<file path="src/rtl/hs_unit_reg_slice_ctrl_pkg.sv">
// Shared definitions for the handshake register slice.
// The slice controller state names the occupancy of the two data registers.
package hs_pkg_unit;

  typedef enum logic [1:0] {
    EMPTY = 2'b00,
    BUSY  = 2'b01,
    FULL  = 2'b10
  } hs_slice_state_e;

  localparam logic [1:0] OCC_NONE = 2'd0;
  localparam logic [1:0] OCC_ONE  = 2'd1;
  localparam logic [1:0] OCC_TWO  = 2'd2;

endpackage

</file>
<file path="src/rtl/hs_unit_reg_slice_ctrl_if.sv">
// Valid/ready streaming channel carrying a payload of any packed type.
// The master drives valid and data, the slave drives ready.
interface hs_unit_reg_slice_ctrl_if #(
  parameter type DATA_TYPE = logic
);

  logic     valid;
  logic     ready;
  DATA_TYPE data;

  modport master (
    output valid,
    output data,
    input  ready
  );

  modport slave (
    input  valid,
    input  data,
    output ready
  );

endinterface

</file>
<file path="src/rtl/hs_unit_reg_slice_ctrl_dff.sv">
// Clock-enabled data register without reset, used for the slice payload.
// Leaving out the reset keeps wide payload registers cheap; validity is
// tracked separately by the slice controller.
module hs_unit_dff_noreset_ce #(
  parameter type DATA_TYPE = logic
) (
  input  logic     clk,
  input  logic     ce,
  input  DATA_TYPE d,
  output DATA_TYPE q
);

  // Capture the input only when enabled; otherwise hold.
  always_ff @(posedge clk) begin
    if (ce) begin
      q <= d;
    end
  end

endmodule

</file>
<file path="src/rtl/hs_unit_reg_slice_ctrl.sv">
// Full-throughput valid/ready register slice (skid buffer).
// A three-state controller sequences a main and a skid data register so the
// upstream ready never depends combinationally on the downstream ready, while
// still sustaining one beat per cycle. The main register drives m.data.
module hs_unit_reg_slice_ctrl
  import hs_pkg_unit::*;
#(
  parameter type DATA_TYPE = logic
) (
  input  logic                     clk,
  input  logic                     rst,
  hs_unit_reg_slice_ctrl_if.slave  s,
  hs_unit_reg_slice_ctrl_if.master m,
  output logic [1:0]               occ
);

  hs_slice_state_e state_q;
  hs_slice_state_e state_d;

  logic       ce_main;
  logic       ce_skid;
  logic       sel_skid;
  logic       valid_st;
  logic       ready_st;
  logic [1:0] occ_st;

  DATA_TYPE main_d;
  DATA_TYPE main_q;
  DATA_TYPE skid_q;

  // State register; reset discards any in-flight beats by returning to EMPTY.
  always_ff @(posedge clk) begin
    if (rst) begin
      state_q <= EMPTY;
    end else begin
      state_q <= state_d;
    end
  end

  // Next state, register enables and state-decoded flags; ready and valid
  // come from the registered state only, never from the handshake inputs.
  always_comb begin
    state_d  = state_q;
    ce_main  = 1'b0;
    ce_skid  = 1'b0;
    sel_skid = 1'b0;
    valid_st = 1'b0;
    ready_st = 1'b0;
    occ_st   = OCC_NONE;
    case (state_q)
      EMPTY: begin
        ready_st = 1'b1;
        if (s.valid) begin
          ce_main = 1'b1;
          state_d = BUSY;
        end
      end
      BUSY: begin
        valid_st = 1'b1;
        ready_st = 1'b1;
        occ_st   = OCC_ONE;
        if (s.valid && m.ready) begin
          ce_main = 1'b1;
        end else if (s.valid) begin
          ce_skid = 1'b1;
          state_d = FULL;
        end else if (m.ready) begin
          state_d = EMPTY;
        end
      end
      FULL: begin
        valid_st = 1'b1;
        occ_st   = OCC_TWO;
        sel_skid = 1'b1;
        if (m.ready) begin
          ce_main = 1'b1;
          state_d = BUSY;
        end
      end
      default: begin
        state_d = EMPTY;
      end
    endcase
  end

  // The main register refills from the skid register when draining FULL.
  always_comb begin
    main_d = sel_skid ? skid_q : s.data;
  end

  hs_unit_dff_noreset_ce #(.DATA_TYPE(DATA_TYPE)) u_main (
    .clk (clk),
    .ce  (ce_main),
    .d   (main_d),
    .q   (main_q)
  );

  hs_unit_dff_noreset_ce #(.DATA_TYPE(DATA_TYPE)) u_skid (
    .clk (clk),
    .ce  (ce_skid),
    .d   (s.data),
    .q   (skid_q)
  );

  // While reset is held the slice looks idle and refuses input.
  assign s.ready = ready_st & ~rst;
  assign m.valid = valid_st & ~rst;
  assign m.data  = main_q;
  assign occ     = rst ? OCC_NONE : occ_st;

endmodule

</file>
<file path="src/flat_wrapper.sv">
// flat-port wrapper written by rule: the top's interface ports become plain ports
module hs_unit_reg_slice_ctrl_flat import hs_pkg_unit::*;
#(
  parameter type DATA_TYPE = logic
)
  (clk, rst, occ, s_valid, s_data, s_ready, m_valid, m_data, m_ready);
  hs_unit_reg_slice_ctrl_if #(.DATA_TYPE(DATA_TYPE)) s_i ();
  hs_unit_reg_slice_ctrl_if #(.DATA_TYPE(DATA_TYPE)) m_i ();
  input  logic clk;
  input  logic rst;
  output logic [1:0] occ;
  input wire logic [$bits(s_i.valid)-1:0] s_valid;
  input wire logic [$bits(s_i.data)-1:0] s_data;
  output wire logic [$bits(s_i.ready)-1:0] s_ready;
  output wire logic [$bits(m_i.valid)-1:0] m_valid;
  output wire logic [$bits(m_i.data)-1:0] m_data;
  input wire logic [$bits(m_i.ready)-1:0] m_ready;
  assign s_i.valid = s_valid;
  assign s_i.data = s_data;
  assign s_ready = s_i.ready;
  assign m_valid = m_i.valid;
  assign m_data = m_i.data;
  assign m_i.ready = m_ready;
  hs_unit_reg_slice_ctrl #(.DATA_TYPE(DATA_TYPE)) u_core (.clk(clk), .rst(rst), .s(s_i), .m(m_i), .occ(occ));
endmodule
</file>
<file path="config.mk">
export PLATFORM = sky130hd
export DESIGN_NAME = hs_unit_reg_slice_ctrl_flat
export DESIGN_NICKNAME = d
export VERILOG_FILES = /design/src/rtl/hs_unit_reg_slice_ctrl_pkg.sv /design/src/rtl/hs_unit_reg_slice_ctrl_if.sv /design/src/rtl/hs_unit_reg_slice_ctrl_dff.sv /design/src/rtl/hs_unit_reg_slice_ctrl.sv /design/src/flat_wrapper.sv
export SDC_FILE = /design/constraint.sdc
export NUM_CORES = 1
export LEC_CHECK = 0
export BUFFER_PORTS_ARGS = -buffer_cell sky130_fd_sc_hd__buf_4
export CAP_MARGIN = 20
export CORE_AREA = 3 3 40 42
export CTS_BUF_LIST = sky130_fd_sc_hd__clkbuf_2
export DETAILED_ROUTE_END_ITERATION = 7
export DIE_AREA = 0 0 43 45
export GPL_TIMING_DRIVEN = 1
export HOLD_SLACK_MARGIN = 0.15
export PLACE_DENSITY_LB_ADDON = 0.2
export SLEW_MARGIN = 25
export SYNTH_ARGS = -nofsm -noshare
export SYNTH_HDL_FRONTEND = slang
export SYNTH_SLANG_ARGS = --single-unit
</file>
<file path="constraint.sdc">
create_clock -name clk -period 2.9 [get_ports clk]
set_clock_uncertainty 0.15 [all_clocks]
set_input_delay 0.435 -clock clk [delete_from_list [all_inputs] [get_ports clk]]
set_output_delay 0.435 -clock clk [all_outputs]
set_load 0.01 [all_outputs]
</file>
Word-level counts from Yosys, hierarchy flattened
Index checks and enable logic that the tools add are counted.
{ "word_totals": {"reg_bits": 4, "in_bits": 5, "word_cells": 35} }
{ "op_classes": {"n_eq_ne": 6, "n_mux": 18, "n_bitwise": 3, "reduce_logical": 5} }
{ "op_table": {"columns": ["op", "n"], "rows": [
  ["$mux 2", 6],
  ["$mux 1", 9],
  ["$ne 2x2->1 const B", 3],
  ["$pmux 2 s3", 1],
  ["$pmux 2 s2", 1],
  ["$reduce_and 4->1", 1],
  ["$reduce_or 2->1", 2],
  ["$ne 3x3->1 const B", 1],
  ["$pmux 1 s3", 1],
  ["$and 1x1->1", 2],
  ["$eq 2x1->1 const B", 1],
  ["$eq 2x2->1 const B", 1],
  ["$logic_not 2->1", 1],
  ["$logic_and 1x1->1", 1],
  ["$not 1->1", 1]
]} }

Longest topological paths before layout
Gate-level depths: netlist of the first run.
{ "depth": {"ltp_word": 4, "depth_mapped": 6, "ltp_nobuf": 6} }

Hierarchy
Synthesis of the first run repeated with hierarchy kept, for this count alone.
{ "hier_totals": {"hier_cells": 35, "area_unflattened_um2": 327.8} }
{ "modules_own_cells": {"columns": ["mod", "n_inst", "cells_each", "area_per_inst_um2"], "rows": [
  ["hs_unit_reg_slice_ctrl", 1, 33, 267.8],
  ["hs_unit_dff_noreset_ce", 2, 1, 30.0]
]} }

Least setup slack after synthesis of the first run
No wires, ideal clock.
{ "synth_timing": {"path_kind": "register to register", "startpoint": "reg u_core.state_q[0]", "endpoint": "reg u_core.state_q[0]", "setup_ns": 0.070, "arrival_ns": 1.408, "t_required_ns": 2.680, "path_slack_ns": 1.273, "path_stages_with_launch": 7, "n_path_buf": 0, "synth_period_minus_slack_ns": 1.627, "path_cell_list": "dfxtp_1 inv_1 ha_1 nor2_1 a21oi_1 or4_1 a21oi_1"} }
{ "synth_between": {"elab_chain_len": 3} }
{ "synth_lines": {"columns": ["element", "line_no", "source"], "rows": [
  ["start, declared", "hs_unit_reg_slice_ctrl.sv:17", "hs_slice_state_e state_q;"],
  ["start signal, assigned", "hs_unit_reg_slice_ctrl.sv:36", "state_q <= state_d;"],
  ["$eq 2x1->1, or another cell as far along", "hs_unit_reg_slice_ctrl.sv:50", "case (state_q)"],
  ["$ne 3x3->1 (no line) or $ne 2x2->1 (tied branches)", null, null],
  ["$reduce_and 4->1 (no line)", null, null]
]} }
Several ways; a longest one is shown, not always the timed one.
A chain may end at the register's enable or synchronous reset.

Worst setup path in the final report of the first run
{ "layout_timing": {"startpoint": "reg u_core.state_q[0]", "endpoint": "out occ[1]"} }
{ "layout_between": {"elab_chain_len": 3} }
{ "layout_lines": {"columns": ["element", "line_no", "source"], "rows": [
  ["$eq 2x2->1 or $eq 2x1->1 (tied branches)", "hs_unit_reg_slice_ctrl.sv:50", null],
  ["$pmux 2 s2 *", "hs_unit_reg_slice_ctrl.sv:50", null],
  ["$mux 2 *", "hs_unit_reg_slice_ctrl.sv:109", "assign occ = rst ? OCC_NONE : occ_st;"],
  ["end, declared", "flat_wrapper.sv:11", "output logic [1:0] occ;"]
]} }
Mark *: on every way between the ends. The rest lies on a longest branch, timed or not.

==> flow_summary.json, run 1 <==
{
  "ff_latch_area_sq_um": 100,
  "rsz0062_at_grt": "false",
  "pwr-share-clk_pct": 35.0,
  "clock-sinks": 4,
  "drc_errors": 0,
  "netlist_instances": 35,
  "fin_util_pct": 31.7,
  "cts_resized": 0,
  "grt_pass1_wl_mm": 1.13,
  "max-clock-path-buffers": 2,
  "yosysMostFrequentCell": "nor2_1",
  "fin_nets": 59,
  "p_leak_uw": 0.000194,
  "syn-num-nets": 45,
  "initial_core_util_pct": 23.5,
  "p_comb_share_pct": 27.2,
  "p_switching_uw": 55.6,
  "synth_area_sq_um": 302,
  "setup_viol": 0,
  "min_period_ns": 1.83,
  "vias_per_cell": 4.27,
  "worstMarginPinSlew_ns": 0.280,
  "postCtsSetupBuffers": 0,
  "synth-seq-cells": 4,
  "ys_top_cells_by_count": "7 x nor2_1, 5 x ha_1, 4 x a21oi_1, 4 x inv_1, 3 x nor2b_1",
  "synth_warnings": 0,
  "fmax_mhz": 546,
  "cap_violations": 0,
  "crit_path_max_fanout": 5,
  "multi_input_area_sq_um": 186,
  "clk_pin_slew_ns": 0.06,
  "drv_slew": 0,
  "maxSlewHeadroom_pct": 81.1,
  "port-buffer-count": 9,
  "wl_um": 652,
  "synth.top_cell.area_share_pct": 20.7,
  "globalRouteOverflowTotal": 0,
  "dieArea_sq_mm": 0.00194,
  "drt-initial-drc-count": 2,
  "synth_ff_type": "edfxtp_1",
  "hold_buffers": 0,
  "first_global_vias": 266,
  "crit_type": "reg2out",
  "cts_tree": "yes",
  "peakVddDrop_uv": 194,
  "place_inst": 59,
  "hp-class": "in2reg",
  "via_count": 269,
  "min_period_over_period_pct": 63.1,
  "syn2layout_area_growth_pct": 35.3,
  "cts_buffers": 3,
  "clock_latency_ns": 0.20,
  "p_int_uw": 125,
  "final_antenna_net_count": 0,
  "outcome": "complete, no violations",
  "cts_root_buf": "clkbuf_2",
  "grt_max_degree": 8,
  "swShare_pct": 30.8,
  "die_y_um": 45,
  "fill_cells": 146,
  "hold_viol_final": 0,
  "critical_path_arrival_ns": 1.25,
  "fin_cells": 63,
  "required_ns": 2.32,
  "gp_congestion": 0.709,
  "die_w_um": 43,
  "ys_seq_area_share_pct": 33.2,
  "avgSynthCellArea_sq_um": 8.62,
  "antenna_found_initial": 0,
  "core_sq_mm": 0.00128,
  "pwr-share-seq_pct": 37.8,
  "htree_levels": 1,
  "num_rows": 13,
  "yosysUniqueCellTypes": 15,
  "num_io_pins": 10,
  "synthTopCellsByArea": "ha_1 21%, edfxtp_1 20%, dfxtp_1 13%, nor2_1 8.7%, a21oi_1 6.6%",
  "p_per_area_mw_per_mm2": 442,
  "finalSetupTns_ns": 0,
  "dr.pass1.iters": 2,
  "synth-async-reset-ratio_pct": 0,
  "synth-edff-count": 2,
  "n_antenna_cell": 0,
  "grt.total_usage_pct": 8.01,
  "critPathLaunchType": "register",
  "endpoint_kind": "output pin",
  "wl_per_cell_um": 10.3,
  "dp_hpwl_um": 510,
  "yosys.area.top_type": "ha_1",
  "layout-drive-gt1-share_pct": 31.3
}
-- placed cells by master, fill, tap and decap left out --
cell,instances
o21ai_1,1
nand2b_2,1
or4_1,1
edfxtp_1,2
a21oi_1,4
o21ai_0,1
nand2_1,1
o41ai_1,1
ha_1,5
dfxtp_1,2
mux2_1,1
a21oi_2,1
inv_1,4
nor2b_1,3
clkbuf_2,4
nor2_1,7
buf_4,9
-- critical path, stage by stage, from the launching register on --
cell and delay [ns]:
dfxtp_1 0.40, inv_1 0.09, ha_1 0.27, nor2b_1 0.15, buf_4 0.13
-- stage by stage --
stage | area [sq um] | hold WS (ns) | worst slack (ns) | power [uW]
detailed placement | 388 | 0.398 | 1.12 | 119
global route | 408 | 0.225 | 0.939 | 194
CTS | 408 | 0.224 | 1.05 | 185
finish | 408 | 0.240 | 1.07 | 180
floorplan | 302 | 0.344 | 1.27 | 98.7
global placement | 388 | 0.392 | 1.10 | 119
-- logic make-up after synthesis --
logic type,Yosys count,synth area share [%]
DFF,4,33.2
adders and majority gates,5,20.7
buffers and inverters,4,4.98
AOI/OAI and AO/OA,8,15.8
muxes,1,3.73
and+or+nand+nor,13,21.6
-- layer usage --
| metal | part of all wire (%) | vias up | GRT usage (%) |
|---|---|---|---|
| li1 | - | 142 | - |
| met1 | 48 | 116 | 10.4 |
| met2 | 41 | 11 | 10.5 |
| met3 | 11 | 0 | 5.98 |
| met4 | 0 | 0 | 1.81 |
| met5 | 0 | - | 0 |
-- area by class of cell --
cell class | instances | area share (%)
multi-input cells | 27 | 45.7
flip-flops and latches | 4 | 24.5
inverters | 4 | 3.68
clock buffers | 4 | 4.91
well taps | 15 | 4.60
repair buffers | 9 | 16.6
-- worst paths after layout --
kind	start	end	slack (ns)	depth (start not counted)
max	u_core.state_q[0]	occ[1]	1.07	4
min	s_data	u_core.u_skid.q	0.24	1
max reg2reg	u_core.state_q[0]	u_core.state_q[0]	1.12	6
min reg2reg	u_core.state_q[0]	u_core.state_q[0]	0.39	2
-- power groups by stage --
stage	registers (uW)	clock network [uW]	logic (uW)
2_1_floorplan	69.1	0	29.6
3_3_place_gp	69.6	0	49.6
3_5_place_dp	69.5	0	49.5
4_1_cts	68.3	67.0	49.8
5_1_grt	68.9	67.9	56.8
6_report	68.2	63.0	49.0
-- state kept, by name (all words and copies together) (netlist names) --
name             flops
u_core.state_q       2
u_core.u_main.q      1
u_core.u_skid.q      1
(Power assumes the default switching activity.)
==> run 2, diff against run 1 <==
==> constraint.sdc (replaced) <==
create_clock -name clk -period 1.65 [get_ports clk]
set_clock_uncertainty 0.15 [all_clocks]
set_input_delay 0.2475 -clock clk [delete_from_list [all_inputs] [get_ports clk]]
set_output_delay 0.2475 -clock clk [all_outputs]
set_load 0.01 [all_outputs]
==> run 2 against run 1 <==
Combinational power grew to 2.7 times the previous value; critical path depth grew 2; largest cell class unchanged; sequential share of layout area shrank 4.8 points; largest power group is now combinational logic; critical endpoint is now u_core.state_q[0]; via count grew 17%; power grew 100%; global-route usage grew 1.1 points.
==> flow_summary.json, run 2 (synthesis results as in run 1) <==
{
  "multi_input_area_sq_um": 211,
  "swShare_pct": 31.2,
  "clock-sinks": 4,
  "layout-drive-gt1-share_pct": 55.9,
  "htree_levels": 1,
  "largest_reg_flops": 2,
  "num_io_pins": 10,
  "syn2layout_area_growth_pct": 76.8,
  "die_y_um": 45,
  "vias_per_cell": 4.24,
  "critical_path_arrival_ns": 1.60,
  "port-buffer-count": 9,
  "min_period_over_period_pct": 97.0,
  "setup_viol": 0,
  "gp_congestion": 0.689,
  "worstHoldStart": "s_valid",
  "die_w_um": 43,
  "wl_per_cell_um": 10.6,
  "rr_worst_depth": 6,
  "grt.total_usage_pct": 9.08,
  "p_comb_share_pct": 35.8,
  "peakVddDrop_uv": 201,
  "wl_um": 786,
  "outcome": "complete, no violations",
  "worstMarginPinSlew_ns": 0.308,
  "cts_tree": "yes",
  "final_antenna_net_count": 0,
  "reg_top3": "u_core.state_q x2, u_core.u_main.q x1, u_core.u_skid.q x1",
  "max_flop_register": "u_core.state_q",
  "cts_buffers": 3,
  "grt_max_degree": 8,
  "hp-class": "in2reg",
  "cap_violations": 0,
  "initial_core_util_pct": 23.5,
  "min_to": "u_core.u_skid.q",
  "antenna_found_initial": 0,
  "critPathLaunchType": "register",
  "clock_latency_ns": 0.22,
  "pwr-share-clk_pct": 31.1,
  "r2r_start": "u_core.state_q[0]",
  "p_leak_uw": 0.000248,
  "p_per_area_mw_per_mm2": 686,
  "globalRouteOverflowTotal": 0,
  "required_ns": 1.65,
  "dr.pass1.iters": 2,
  "core_sq_mm": 0.00128,
  "via_count": 314,
  "hold_depth": 3,
  "max-clock-path-buffers": 2,
  "dieArea_sq_mm": 0.00194,
  "num_rows": 13,
  "hold_slack_ns": 0.289,
  "cts_root_buf": "clkbuf_2",
  "hold_viol_final": 0,
  "endpoint_kind": "register",
  "crit_path_max_fanout": 4,
  "rsz0062_at_grt": "true",
  "reg2reg_slack_ns": 0.05,
  "drt-initial-drc-count": 4,
  "postCtsSetupBuffers": 0,
  "finalSetupTns_ns": 0,
  "fill_cells": 132,
  "drc_errors": 0,
  "n_antenna_cell": 0,
  "dp_hpwl_um": 578,
  "p_int_uw": 252,
  "final_cell_mix": "16 x buf_4, 7 x nor2_1, 4 x clkbuf_2",
  "grt_pass1_wl_mm": 1.22,
  "crit_type": "reg2reg",
  "clk_pin_slew_ns": 0.06,
  "maxSlewHeadroom_pct": 79.2,
  "fmax_mhz": 625,
  "drv_slew": 0,
  "timing.rr.end": "u_core.state_q[0]",
  "ff_latch_area_sq_um": 105,
  "min_period_ns": 1.60,
  "final_common_cell": "buf_4",
  "pwr-share-seq_pct": 33.1,
  "first_global_vias": 301,
  "p_switching_uw": 114,
  "fin_nets": 70
}
[run 2: critical path: stages (launching register included)]
cell	delay, ns
dfxtp_4	0.37
inv_2	0.05
ha_1	0.20
inv_1	0.07
a21oi_2	0.05
or4_4	0.51
a21oi_2	0.13
[run 2: layer usage]
metal / vias to the layer above / global-route usage (%) / wire (um)
li1: 168 / - / -
met2: 8 / 13.8 / 379
met4: 0 / 9.04 / 0
met5: - / 0 / 0
met1: 138 / 10.4 / 359
met3: 0 / 1.99 / 47
[run 2: stage by stage]
stage	setup WS [ns]	instances	total power [uW]	utilization, %	instance area (sq um)
6_report	0.0490	74	365	41.5	533
5_1_grt	-0.00690	74	394	41.5	533
3_5_place_dp	-0.0150	68	235	35.4	455
4_1_cts	0.0187	74	358	38.9	499
3_3_place_gp	-0.00824	68	235	35.4	455
2_1_floorplan	0.0227	35	173	-	302
[run 2: what timing repair did]
| action | in CTS | in global routing |
|---|---|---|
| hold buffers | 2 | 0 |
| hold endpoints to repair | 3 | 0 |
| setup endpoints to repair | 3 | 5 |
| gates resized for setup | 3 | 10 |
| cloned | 0 | 0 |
[run 2: power by group through the flow]
stage	registers (uW)	logic, uW	clock network [uW]
6_report	121	131	114
3_3_place_gp	121	114	0
2_1_floorplan	121	52.0	0
5_1_grt	122	144	127
4_1_cts	121	120	118
3_5_place_dp	121	114	0
[run 2: area by class of cell]
cell class | instances | area share (%)
Clock buffer | 4 | 3.76
Inverter | 4 | 2.82
Multi-Input combinational cell | 27 | 39.7
Sequential cell | 4 | 19.7
Tap cell | 15 | 3.52
Timing Repair Buffer | 20 | 30.5
[run 2: worst max path at each step]
stage / start / slack [ns] / cells past startpoint / end
2_1_floorplan: u_core.state_q[0] / 0.02 / 6 / u_core.state_q[0]
3_3_place_gp: u_core.state_q[0] / -0.008 / 6 / u_core.state_q[0]
3_5_place_dp: u_core.state_q[0] / -0.01 / 6 / u_core.state_q[0]
4_1_cts: u_core.state_q[1] / 0.02 / 5 / occ[1]
5_1_grt: u_core.state_q[1] / -0.007 / 6 / u_core.state_q[0]
6_report: u_core.state_q[0] / 0.05 / 6 / u_core.state_q[0]
==> run 3, diff against run 2 <==
--- a/config.mk
+++ b/config.mk
@@ -5,12 +5,12 @@
 export SDC_FILE = /design/constraint.sdc
 export NUM_CORES = 1
 export LEC_CHECK = 0
-export BUFFER_PORTS_ARGS = -buffer_cell sky130_fd_sc_hd__buf_4
 export CAP_MARGIN = 20
 export CORE_AREA = 3 3 40 42
 export CTS_BUF_LIST = sky130_fd_sc_hd__clkbuf_2
 export DETAILED_ROUTE_END_ITERATION = 7
 export DIE_AREA = 0 0 43 45
+export DONT_BUFFER_PORTS = 1
 export GPL_TIMING_DRIVEN = 1
 export HOLD_SLACK_MARGIN = 0.15
 export PLACE_DENSITY_LB_ADDON = 0.2
==> run 3 against run 2 <==
Sequential power barely moved; routed wire length is 5.0% lower; critical path type unchanged; worst setup slack improved by 0.0049 ns; critical path depth is the same; cell count fell by 12%; combinational power down 29%; non-clock buffer count is 9 lower; critical endpoint unchanged.
==> flow_summary.json, run 3 (synthesis results as in run 1) <==
{
  "outcome": "complete, no violations",
  "finalSetupTns_ns": 0,
  "largest_reg_flops": 2,
  "wl_um": 747,
  "max-clock-path-buffers": 2,
  "cts_buffers": 3,
  "vias_per_cell": 4.37,
  "worstMarginPinSlew_ns": 0.259,
  "num_rows": 13,
  "final_antenna_net_count": 0,
  "place_inst": 57,
  "via_count": 284,
  "globalRouteOverflowTotal": 0,
  "die_y_um": 45,
  "fill_cells": 135,
  "power.total_uw": 326,
  "postCtsSetupBuffers": 0,
  "hp-class": "in2reg",
  "first_global_vias": 288,
  "clk_pin_slew_ns": 0.04,
  "reg_top3": "u_core.state_q x2, u_core.u_main.q x1, u_core.u_skid.q x1",
  "layout-drive-gt1-share_pct": 34.0,
  "fin_util_pct": 34.3,
  "port-buffer-count": 0,
  "core_sq_mm": 0.00128,
  "drc_errors": 0,
  "dieArea_sq_mm": 0.00194,
  "endpoint_kind": "register",
  "grt_max_degree": 6,
  "setup_viol": 0,
  "critical-path-slowest-cell": "or4_1",
  "max_stage_delay_ns": 0.50,
  "gp_congestion": 0.705,
  "finalWorstSetupSlack_ns": 0.0539,
  "clock_latency_ns": 0.22,
  "rsz0062_at_grt": "true",
  "p_per_area_mw_per_mm2": 740,
  "peakVddDrop_uv": 218,
  "grt_pass1_wl_mm": 1.14,
  "min_period_over_period_pct": 96.7,
  "crit_type": "reg2reg",
  "p_leak_uw": 0.000202,
  "dr.pass1.iters": 3,
  "antenna_found_initial": 0,
  "fin_cells": 65,
  "min_period_ns": 1.60,
  "cts_root_buf": "clkbuf_2",
  "syn2layout_area_growth_pct": 46.1,
  "path_common_cell": "inv_1",
  "fin_nets": 61,
  "max_flop_register": "u_core.state_q",
  "num_io_pins": 10,
  "maxSlewHeadroom_pct": 82.5,
  "die_w_um": 43,
  "required_ns": 1.64,
  "htree_levels": 1,
  "drv_slew": 0,
  "n_antenna_cell": 0,
  "final_cell_mix": "7 x nor2_1, 7 x buf_4, 5 x ha_1",
  "fmax_mhz": 627,
  "hold_viol_final": 0,
  "pre_cts_ws_ns": -0.0416,
  "initial_core_util_pct": 23.5,
  "worstPathCellList": "inv_1 -> ha_1 -> inv_1 -> a21oi_2 -> or4_1 -> a21oi_1",
  "critPathLaunchType": "register",
  "crit_path_max_fanout": 5,
  "cts_tree": "yes",
  "dp_hpwl_um": 574,
  "critical_path_arrival_ns": 1.58,
  "drt-initial-drc-count": 3,
  "grt.total_usage_pct": 8.26,
  "cap_violations": 0,
  "clock-sinks": 4,
  "wl_per_cell_um": 11.5
}
-- run 3: cell types whose count changed in the layout (fill, tap and decap cells not counted), sizes merged --
cell and delta:
buf -11, dlygate4sd3 +2
-- run 3: routing by layer --
layer	vias up	routed length [um]	GRT usage (%)
met5	-	0	0
met4	0	0	7.23
met3	0	36	3.59
met2	9	335	12.6
met1	128	374	8.72
li1	147	-	-
-- run 3: what timing repair did --
item | in CTS | in global routing
pin swaps | 0 | 1
hold buffers | 4 | 0
hold endpoints to repair | 6 | 0
cloned | 0 | 0
endpoints found under the setup margin | 2 | 3
gates resized for setup | 1 | 4
-- run 3: worst paths after layout --
| check | slack (ns) | cells past startpoint | startpoint | to |
|---|---|---|---|---|
| worst max-delay path | 0.05 | 6 | u_core.state_q[0] | u_core.state_q[0] |
| worst min-delay path | 0.17 | 3 | s_valid | u_core.state_q[1] |
| worst max register to register | 0.05 | 6 | u_core.state_q[0] | u_core.state_q[0] |
| worst min register to register | 0.38 | 2 | u_core.state_q[0] | u_core.state_q[0] |
-- run 3: area by class of cell --
| class | instances | area [sq um] | share of cell area [%] |
|---|---|---|---|
| multi-input combinational | 27 | 189 | 42.9 |
| inverter | 4 | 15.0 | 3.41 |
| sequential | 4 | 105 | 23.9 |
| timing repair buffer | 11 | 92.6 | 21.0 |
| tap | 15 | 18.8 | 4.26 |
| clock buffer | 4 | 20.0 | 4.55 |
-- run 3: through the flow --
stage | hold slack, ns | instance area, sq um
finish | 0.168 | 440
global route | 0.164 | 440
CTS | 0.159 | 434
detailed placement | 0.170 | 373
global placement | 0.171 | 373
floorplan | 0.167 | 302
-- run 3: where the power goes --
group          leakage [uW]  internal, uW  total, uW  switching (uW)
clock network     0.0000166          64.0        110            46.3
logic              0.000149          49.9       93.1            43.2
registers         0.0000362           115        122            7.97
-- run 3: worst max-delay path, delay by kind of cell (launching register included) --
| family | cells | cell delay, ns |
|---|---|---|
| adder cells (fa/ha/maj) | 1 | 0.20 |
| buffers and inverters | 2 | 0.13 |
| AO/OA/AOI/OAI | 2 | 0.17 |
| flip-flops | 1 | 0.36 |
| AND/OR/NAND/NOR | 1 | 0.50 |
